<file path="src/rtl/bus_unpacker_pkg.sv">
// Shared definitions for the host-to-FPGA byte path.
//
// Holds the word/byte geometry and the bit positions of the {din, d1, d0}
// fields inside one byte. The capture-side packer and this unpacker both
// build on these constants and helpers, so the two ends cannot drift apart.
//
// Contents:
//   BYTES_PER_WORD, WORD_W, BYTE_W      word and byte geometry
//   DIN_MSB, DIN_LSB, D1_BIT, D0_BIT    field positions inside a byte
//   byte_fields_t                       a byte viewed as its three fields
//   select_byte()                       pick byte lane idx of a word
//   unpack_byte() / pack_byte()         byte <-> fields, exact inverses
package bus_unpacker_pkg;

    localparam int BYTES_PER_WORD = 4;
    localparam int WORD_W         = 32;
    localparam int BYTE_W         = 8;

    localparam int DIN_MSB = 7;
    localparam int DIN_LSB = 2;
    localparam int D1_BIT  = 1;
    localparam int D0_BIT  = 0;

    localparam int DIN_W = DIN_MSB - DIN_LSB + 1;
    localparam int IDX_W = $clog2(BYTES_PER_WORD);

    typedef logic [IDX_W-1:0]  byte_idx_t;
    typedef logic [WORD_W-1:0] word_t;
    typedef logic [BYTE_W-1:0] byte_t;

    typedef struct packed {
        logic [DIN_W-1:0] din;
        logic             d1;
        logic             d0;
    } byte_fields_t;

    localparam byte_idx_t LAST_IDX = byte_idx_t'(BYTES_PER_WORD - 1);

    // Emission order idx counts 0..3; in MSB-first mode lane 3 goes out first.
    function automatic byte_t select_byte(input word_t w, input byte_idx_t idx,
                                          input bit lsb_first);
        byte_idx_t lane;
        lane = lsb_first ? idx : byte_idx_t'(LAST_IDX - idx);
        return w[int'(lane)*BYTE_W +: BYTE_W];
    endfunction

    function automatic byte_fields_t unpack_byte(input byte_t b);
        byte_fields_t f;
        f.din = b[DIN_MSB:DIN_LSB];
        f.d1  = b[D1_BIT];
        f.d0  = b[D0_BIT];
        return f;
    endfunction

    function automatic byte_t pack_byte(input logic [DIN_W-1:0] din,
                                        input logic d1, input logic d0);
        byte_t b;
        b                  = '0;
        b[DIN_MSB:DIN_LSB] = din;
        b[D1_BIT]          = d1;
        b[D0_BIT]          = d0;
        return b;
    endfunction

endpackage

</file>
<file path="src/rtl/word_buf2.sv">
// Two-entry word buffer in front of a standard (non-FWFT) FIFO.
//
// Entry "cur" is the word being split into bytes, entry "pend" is the next
// one. A read is only issued when the held words plus the one in flight
// leave room, so every returning word has a slot and no read is speculative.
//
// Ports:
//   clk, rst_n      clock, asynchronous active-low reset
//   clear           synchronous flush; also drops a word returning this cycle
//   fifo_dout       FIFO read data, valid the cycle after a granted read
//   fifo_empty      FIFO empty flag
//   fifo_rd_en      FIFO read strobe
//   pop             consumer has taken the last byte of cur
//   cur_valid       cur holds a word
//   cur_word        the word being split
module word_buf2
    import bus_unpacker_pkg::*;
(
    input  logic              clk,
    input  logic              rst_n,
    input  logic              clear,
    input  logic [WORD_W-1:0] fifo_dout,
    input  logic              fifo_empty,
    output logic              fifo_rd_en,
    input  logic              pop,
    output logic              cur_valid,
    output logic [WORD_W-1:0] cur_word
);

    logic        pend_valid;
    word_t       pend_word;
    logic        rd_pending;   // a granted read whose data arrives this cycle
    logic        room;         // held + in flight < 2, registered

    logic        cur_valid_n;
    logic        pend_valid_n;
    word_t       cur_word_n;
    word_t       pend_word_n;
    logic        room_n;

    // The read strobe must see the live empty flag and clear, so it is a
    // registered room flag gated by those two inputs. room is 0 in reset,
    // which keeps the strobe low while rst_n is asserted.
    assign fifo_rd_en = room && !fifo_empty && !clear;

    always_comb begin
        // NOTE: every variable gets a default first so no path infers a latch.
        cur_valid_n  = cur_valid;
        cur_word_n   = cur_word;
        pend_valid_n = pend_valid;
        pend_word_n  = pend_word;

        // Retire cur first; pend moves up in the same cycle so the byte
        // stream has no bubble at a word boundary.
        if (pop) begin
            cur_valid_n  = pend_valid;
            cur_word_n   = pend_word;
            pend_valid_n = 1'b0;
        end

        // A returning word lands in the first free slot after the pop,
        // which keeps order even when it arrives as cur retires.
        if (rd_pending) begin
            if (!cur_valid_n) begin
                cur_valid_n = 1'b1;
                cur_word_n  = fifo_dout;
            end else begin
                pend_valid_n = 1'b1;
                pend_word_n  = fifo_dout;
            end
        end

        // clear wins over both the pop and the returning word.
        if (clear) begin
            cur_valid_n  = 1'b0;
            pend_valid_n = 1'b0;
        end

        room_n = (2'(cur_valid_n) + 2'(pend_valid_n) + 2'(fifo_rd_en)) < 2'd2;
    end

    // NOTE: state registers use non-blocking assignments so all flops update
    // together at the edge regardless of statement order.
    always_ff @(posedge clk or negedge rst_n) begin
        if (!rst_n) begin
            cur_valid  <= 1'b0;
            pend_valid <= 1'b0;
            rd_pending <= 1'b0;
            room       <= 1'b0;
        end else begin
            cur_valid  <= cur_valid_n;
            pend_valid <= pend_valid_n;
            rd_pending <= fifo_rd_en;
            room       <= room_n;
        end
    end

    // NOTE: the word storage is not reset; its contents are only ever used
    // behind the valid flags above, which are.
    always_ff @(posedge clk) begin
        cur_word  <= cur_word_n;
        pend_word <= pend_word_n;
    end

endmodule

</file>
<file path="src/rtl/bus_unpacker.sv">
// Splits 32-bit FIFO words into bytes and presents each byte as its
// {din, d1, d0} fields on a valid/ready interface.
//
// Parameter:
//   LSB_FIRST   1: bytes leave in lane order 0,1,2,3; 0: lane order 3,2,1,0
//
// Ports:
//   clk, rst_n   clock, asynchronous active-low reset
//   clear        synchronous flush of all buffered data
//   fifo_dout    FIFO read data (standard, non-FWFT FIFO)
//   fifo_empty   FIFO empty flag
//   fifo_rd_en   FIFO read strobe
//   dout_valid   a byte is presented
//   dout_ready   consumer accepts the presented byte
//   din_out      byte bits [7:2]
//   d1_out       byte bit [1]
//   d0_out       byte bit [0]
//   word_last    presented byte is the 4th of its word
module bus_unpacker
    import bus_unpacker_pkg::*;
#(
    parameter bit LSB_FIRST = 1'b1
) (
    input  logic              clk,
    input  logic              rst_n,
    input  logic              clear,
    input  logic [WORD_W-1:0] fifo_dout,
    input  logic              fifo_empty,
    output logic              fifo_rd_en,
    output logic              dout_valid,
    input  logic              dout_ready,
    output logic [DIN_W-1:0]  din_out,
    output logic              d1_out,
    output logic              d0_out,
    output logic              word_last
);

    logic         cur_valid;
    word_t        cur_word;
    byte_idx_t    byte_idx;     // next byte of cur to load into the output
    logic         load;
    logic         load_last;
    byte_fields_t next_fields;

    word_buf2 u_word_buf2 (
        .clk        (clk),
        .rst_n      (rst_n),
        .clear      (clear),
        .fifo_dout  (fifo_dout),
        .fifo_empty (fifo_empty),
        .fifo_rd_en (fifo_rd_en),
        .pop        (load_last),
        .cur_valid  (cur_valid),
        .cur_word   (cur_word)
    );

    // The output register refills when it is empty or its byte is being
    // taken this edge; otherwise it holds, which freezes the byte under
    // backpressure.
    assign load        = cur_valid && (!dout_valid || dout_ready);
    assign load_last   = load && (byte_idx == LAST_IDX);
    assign next_fields = unpack_byte(select_byte(cur_word, byte_idx, LSB_FIRST));

    always_ff @(posedge clk or negedge rst_n) begin
        if (!rst_n) begin
            dout_valid <= 1'b0;
            byte_idx   <= '0;
            din_out    <= '0;
            d1_out     <= 1'b0;
            d0_out     <= 1'b0;
            word_last  <= 1'b0;
        end else if (clear) begin
            dout_valid <= 1'b0;
            byte_idx   <= '0;
        end else if (load) begin
            dout_valid <= 1'b1;
            din_out    <= next_fields.din;
            d1_out     <= next_fields.d1;
            d0_out     <= next_fields.d0;
            word_last  <= (byte_idx == LAST_IDX);
            byte_idx   <= byte_idx + 1'b1;   // wraps 3 -> 0 as cur retires
        end else if (dout_ready) begin
            dout_valid <= 1'b0;
        end
    end

endmodule

</file>
<file path="config.mk">
export PLATFORM = sky130hd
export DESIGN_NAME = bus_unpacker
export DESIGN_NICKNAME = d
export VERILOG_FILES = /design/src/rtl/bus_unpacker_pkg.sv /design/src/rtl/word_buf2.sv /design/src/rtl/bus_unpacker.sv
export SDC_FILE = /design/constraint.sdc
export NUM_CORES = 1
export LEC_CHECK = 0
export ABC_AREA = 1
export BUFFER_PORTS_ARGS = -buffer_cell sky130_fd_sc_hd__buf_4
export CORE_ASPECT_RATIO = 0.75
export CORE_UTILIZATION = 40
export DETAILED_ROUTE_END_ITERATION = 8
export GPL_TIMING_DRIVEN = 1
export PLACE_DENSITY = 0.73
export SYNTH_ARGS = -nofsm -noshare
export SYNTH_HDL_FRONTEND = slang
export SYNTH_SLANG_ARGS = --single-unit
</file>
<file path="constraint.sdc">
create_clock -name clk -period 1.9 [get_ports clk]
set_clock_uncertainty 0.15 [all_clocks]
set_input_delay 0.57 -clock clk [delete_from_list [all_inputs] [get_ports clk]]
set_output_delay 0.57 -clock clk [all_outputs]
set_load 0.03 [all_outputs]
</file>
Yosys cells after proc, flatten, opt, wreduce, memory -nomap -nowiden
Index checks and enable logic that the tools add are counted.
{ "op_classes": {"n_addsub": 3, "muxes": 15, "n_shift": 1, "bitwise_logic": 1, "eq_ne": 1, "n_reduce_logical": 12, "order_cmp": 1} }
{ "ops": {"columns": ["op", "count"], "rows": [
  ["$mux 32", 3],
  ["$shiftx 32x6->8", 1],
  ["$mux 1", 10],
  ["$logic_and 1x1->1", 4],
  ["$mux 2", 2],
  ["$reduce_and 2->1", 2],
  ["$logic_not 1->1", 3],
  ["$reduce_bool 3->1", 1],
  ["$add 1x1->2", 1],
  ["$add 2x1->2", 1],
  ["$add 2x1->2 const B", 1],
  ["$eq 2x2->1 const B", 1],
  ["$lt 2x2->1 const B", 1],
  ["$reduce_bool 2->1", 1],
  ["$logic_or 1x1->1", 1],
  ["$not 1->1", 1]
]} }
{ "totals": {"reg_bits": 80, "word_cells": 46, "output_inout_bits": 11} }

Longest topological paths before layout
{ "logic_depth": {"ltp_word": 11, "ltp_mapped": 11} }

Cells and area by module
A second synthesis with hierarchy kept.
{ "unflattened": {"cells_unflattened": 380, "area_unflattened_um2": 3573.4} }
{ "modules_own_cells": {"columns": ["mod", "seq_area_each_um2", "n_inst", "cells_per_inst", "area_per_inst_um2"], "rows": [
  ["word_buf2", 1701.6, 1, 231, 2668.8],
  ["bus_unpacker", 300.3, 1, 149, 904.6]
]} }

Least setup slack after synthesis
No wires, ideal clock.
{ "synth_path": {"kind": "input-to-reg", "startpoint": "input port clear", "endpoint": "register u_word_buf2.room", "setup_slack_ps": -255, "t_arrival_ps": 1943, "required_ps": 1688, "path_buffers": 0, "path_stages": 5, "path_cell_list": "nor3b_1 -> ha_1 -> nand3_1 -> nand2_1 -> inv_1"} }
{ "synth_via": {"elab_chain_cells": 4, "word_cells_on_any_way": 7, "cone_classes": "add/sub (2); order compare (1); mux (2); reduce/logical (2)"} }
{ "synth_lines": {"columns": ["item", "line_no", "rtl"], "rows": [
  ["from (decl)", "bus_unpacker.sv:26", "input logic clear,"],
  ["$mux 1 or $logic_not 1->1 (tied branches)", "word_buf2.sv:74, word_buf2.sv:44", null],
  ["$add 1x1->2 or $logic_and 1x1->1 (tied branches)", "word_buf2.sv:79, word_buf2.sv:44", null],
  ["$add 2x1->2 (*)", "word_buf2.sv:79", "room_n = (2'(cur_valid_n) + 2'(pend_valid_n) + 2'(fifo_rd_en)) < 2'd2;"],
  ["$lt 2x2->1 (*)", "word_buf2.sv:79", null],
  ["named net u_word_buf2.room_n", "word_buf2.sv:39", "logic room_n;"],
  ["to (signal assigned)", "word_buf2.sv:94", "room <= room_n;"],
  ["to (decl)", "word_buf2.sv:33", "logic room;"]
]} }
Mark *: on every way through the listed nets, which the timed path passes. The rest lies on a longest branch.
A chain may end at the register's enable or synchronous reset.

Worst setup path after layout
{ "layout_path": {"startpoint": "input port clear", "endpoint": "output port fifo_rd_en"} }
{ "layout_via": {"elab_chain_cells": 2} }
{ "layout_lines": {"columns": ["item", "line_no", "rtl"], "rows": [
  ["$logic_not 1->1", "word_buf2.sv:44", "assign fifo_rd_en = room && !fifo_empty && !clear;"],
  ["$logic_and 1x1->1", "word_buf2.sv:44", null],
  ["to (decl)", "bus_unpacker.sv:29", "output logic fifo_rd_en,"]
]} }
No other way between the ends.

==> reports/summary.txt <==
outcome: finished with violations
failing checks: design-rule violations
Final ANT Viol Nets: 0
Final Total Pwr: 4071 uW
Post-CTS Setup Bufs: 0
number of distinct library cells after synthesis: 22
worst skew pair latency: 0.36 ns
Die Wd: 106.4 um
CTS sink cnt: 80
area grow syn2layout: 22.49%
Post-DP Area: 0.003807 mm^2
Psw: 1123 uW
via count: 2506
Synth Area per Inst: 9.265 um^2
Sw Ratio: 27.59%
leakage: 0.001815 uW
final setup vio count: 0
CTS buffer count: 9
maximum VDD drop: 517.5 uV
clock root buffer: clkbuf_8
antenna violations before repair: 0
GR Util All Layers: 18.91%
PortBufs: 47
IO Count: 48
final hold viol count: 0
fin. max-slew vios: 0
synth warn: 0
register area share after synthesis: 61.21%
Initial Util: 41.31%
Hold Path Class: in2reg
# rows: 28
first-pass GRT wire length: 11900 um
Overflow after GRT: 0
Synth Register Bits: 80
routed wire length: 7208 um
core area: 0.007918 mm^2
Clock power frac: 29.9%
share of layout cells above drive strength 1: 20.98%
Reg area: 0.002002 mm^2
part of the power in registers: 51.7%
cell-internal power: 2948 uW
critical path buffer and inverter count: 2
CP Data Required Time: 1.18 ns
Worst EP arrival: 1.11 ns
RSZ-0062 raised after global routing: false
critical path cell sequence: buf_4 -> nor3b_2 -> buf_4
Slew HR: 71.37%
Syn Inst Count: 353
fraction of synthesized cell area in xor and xnor cells: 0%
multiplexer share of the synthesized area: 0%
Final nets: 444
CTS H-tree depth: 3
Via density: 4.866
Final Cycle Share: 96.16%
Die ar.: 0.008546 mm^2
Comb power frac: 18.5%
Final Util: 50.60%
CP Class: in2out
DP HPWL: 4952 um
Max-cap violations: 0
routed len/inst: 14.00 um
Fill cells: 748
Synthesized Nets: 392
drt first pass iters: 6
DRC viols: 1
Mapped Area: 0.003271 mm^2
simple-gate area share of the yosys netlist: 16.14%
design area: 0.004006 mm^2
Final GP Congestion: 0.8089
largest net degree at the start of global routing: 40
Multi-input gate area: 0.001033 mm^2
crit end category: primary output
number of global-route vias before repair: 2379
Worst-path clk slew: 0.08 ns
slowest CP cell: nor3b_2
clk buf depth: 2
Initial DRC Count: 145
Synth area leaders: edfxtp_1, dfxtp_1, dfrtp_1
antenna cell count: 0
critical path peak fanout: 6
CTS tree: yes
adder-cell share of the synthesized area: 0.7651%
CP startpoint kind: input pin
compound-gate portion of the synthesized area: 14.54%
cell family with most CP delay: buffers and inverters
fmax: 547.3 MHz
post-synth top area cell: edfxtp_1
P per Cell Area: 1016 mW/mm^2
Critical Path Max Stage Delay: 0.21 ns
Yosys top cell area share: 29.38%
min cycle time layout: 1.827 ns
most used cell, CP: buf_4
final setup TNS: 0 ns
Slew @ Worst Pin: 0.4294 ns
largest family of logic cells by synthesized area: simple AND/OR/NAND/NOR gates
DIE HEIGHT: 80.31 um
[worst paths after layout]
check	startpoint	endpoint	slack, ns	cells past startpoint
hold / removal	fifo_dout[4]	u_word_buf2.pend_word[4]	0.24	1
hold reg to reg	din_out[5]	din_out[5]	0.34	2
setup reg to reg	byte_idx[0]	u_word_buf2.cur_word[18]	0.20	7
max in group asynchronous	rst_n	din_out[4]	0.96	2
min in group asynchronous	rst_n	din_out[1]	0.45	2
setup / recovery	clear	fifo_rd_en	0.07	3
[flip-flops by register name, indices dropped and copies added (netlist names)]
name / cells
u_word_buf2.cur_valid: 1
din_out: 6
u_word_buf2.room: 1
d1_out: 1
u_word_buf2.cur_word: 32
byte_idx: 2
dout_valid: 1
u_word_buf2.pend_word: 32
d0_out: 1
word_last: 1
u_word_buf2.rd_pending: 1
u_word_buf2.pend_valid: 1
[synth_stat cells]
cell type / number
a21oi_1: 34
buf_2: 6
buf_6: 4
clkbuf_1: 9
dfrtp_1: 16
dfxtp_1: 32
edfxtp_1: 32
ha_1: 2
inv_1: 34
inv_2: 1
nand2_1: 69
nand2_2: 1
nand3_1: 13
nand4_1: 1
nor2_1: 31
nor2_2: 1
nor2_4: 1
nor3b_1: 1
o211ai_1: 8
o21ai_0: 31
o21ai_1: 18
or2_2: 8
[worst register-to-register path, stage by stage, from the launching register on]
cell      delay [ns]
dfrtp_1         0.36
ha_1            0.18
inv_1           0.09
nor2_4          0.23
inv_2           0.10
buf_12          0.18
o211ai_1        0.22
nand2_1         0.07
[metal layers]
layer  global-route usage (%)  routed length [um]  vias to the layer above
met5                        0                   0                        -
met4                    6.575                  87                        0
met3                    6.818                 505                        9
met2                    26.88                3021                       88
met1                    26.42                3594                     1142
li1                         -                   -                     1267
[stage by stage]
stage	hold WS, ns	std cells	setup slack, ns
2_1_floorplan	0.1244	353	-0.04138
3_3_place_gp	0.2918	498	0.02612
3_5_place_dp	0.2966	498	-0.003737
4_1_cts	0.2200	515	0.06943
5_1_grt	0.2174	515	0.03665
6_report	0.2392	515	0.07299
[layout make-up]
class / instances / share of cell area [%]
sequential: 80 / 49.97
multi-input combinational: 219 / 25.80
timing repair buffer: 60 / 12.87
clock buffer: 12 / 3.623
inverter: 35 / 3.373
tap: 105 / 3.279
clock inverter: 4 / 1.093
[power by group through the flow]
stage	Clock (uW)	Sequential [uW]	Combinational, uW
floorplan	0	2210	369
global placement	0	2130	731
detailed placement	0	2140	749
CTS	1260	2100	756
global route	1320	2120	844
finish	1220	2100	751
[cells in the final DEF, fill, tap and decap left out]
master          n
nor2_1         31
nor3b_2         1
clkinv_2        2
clkbuf_1        2
clkinvlp_4      1
dfrtp_1        16
nor2_2          1
nor2_4          1
or2_2           8
nand2_2         1
o211ai_1        8
nand3_1        13
bufinv_16       1
edfxtp_1       32
buf_12          5
inv_1          33
nand2_1        69
buf_4          54
a21oi_1        34
dfxtp_1        32
clkbuf_8       10
o21ai_1        18
nand4_1         1
clkinv_1        1
dlygate4sd3_1   1
ha_1            2
o21ai_0        31
inv_2           1
[cells by family after synthesis]
logic type / count (synthesis)
fa+ha+maj: 2
buf+inv: 54
compound gates: 91
simple gates: 126
flops: 80
[timing repair]
item	CTS	global route
endpoints found under the hold margin	16	0
hold buffers	1	0
endpoints found under the setup margin	0	0
resized for setup	0	0
(Power assumes the default switching activity.)
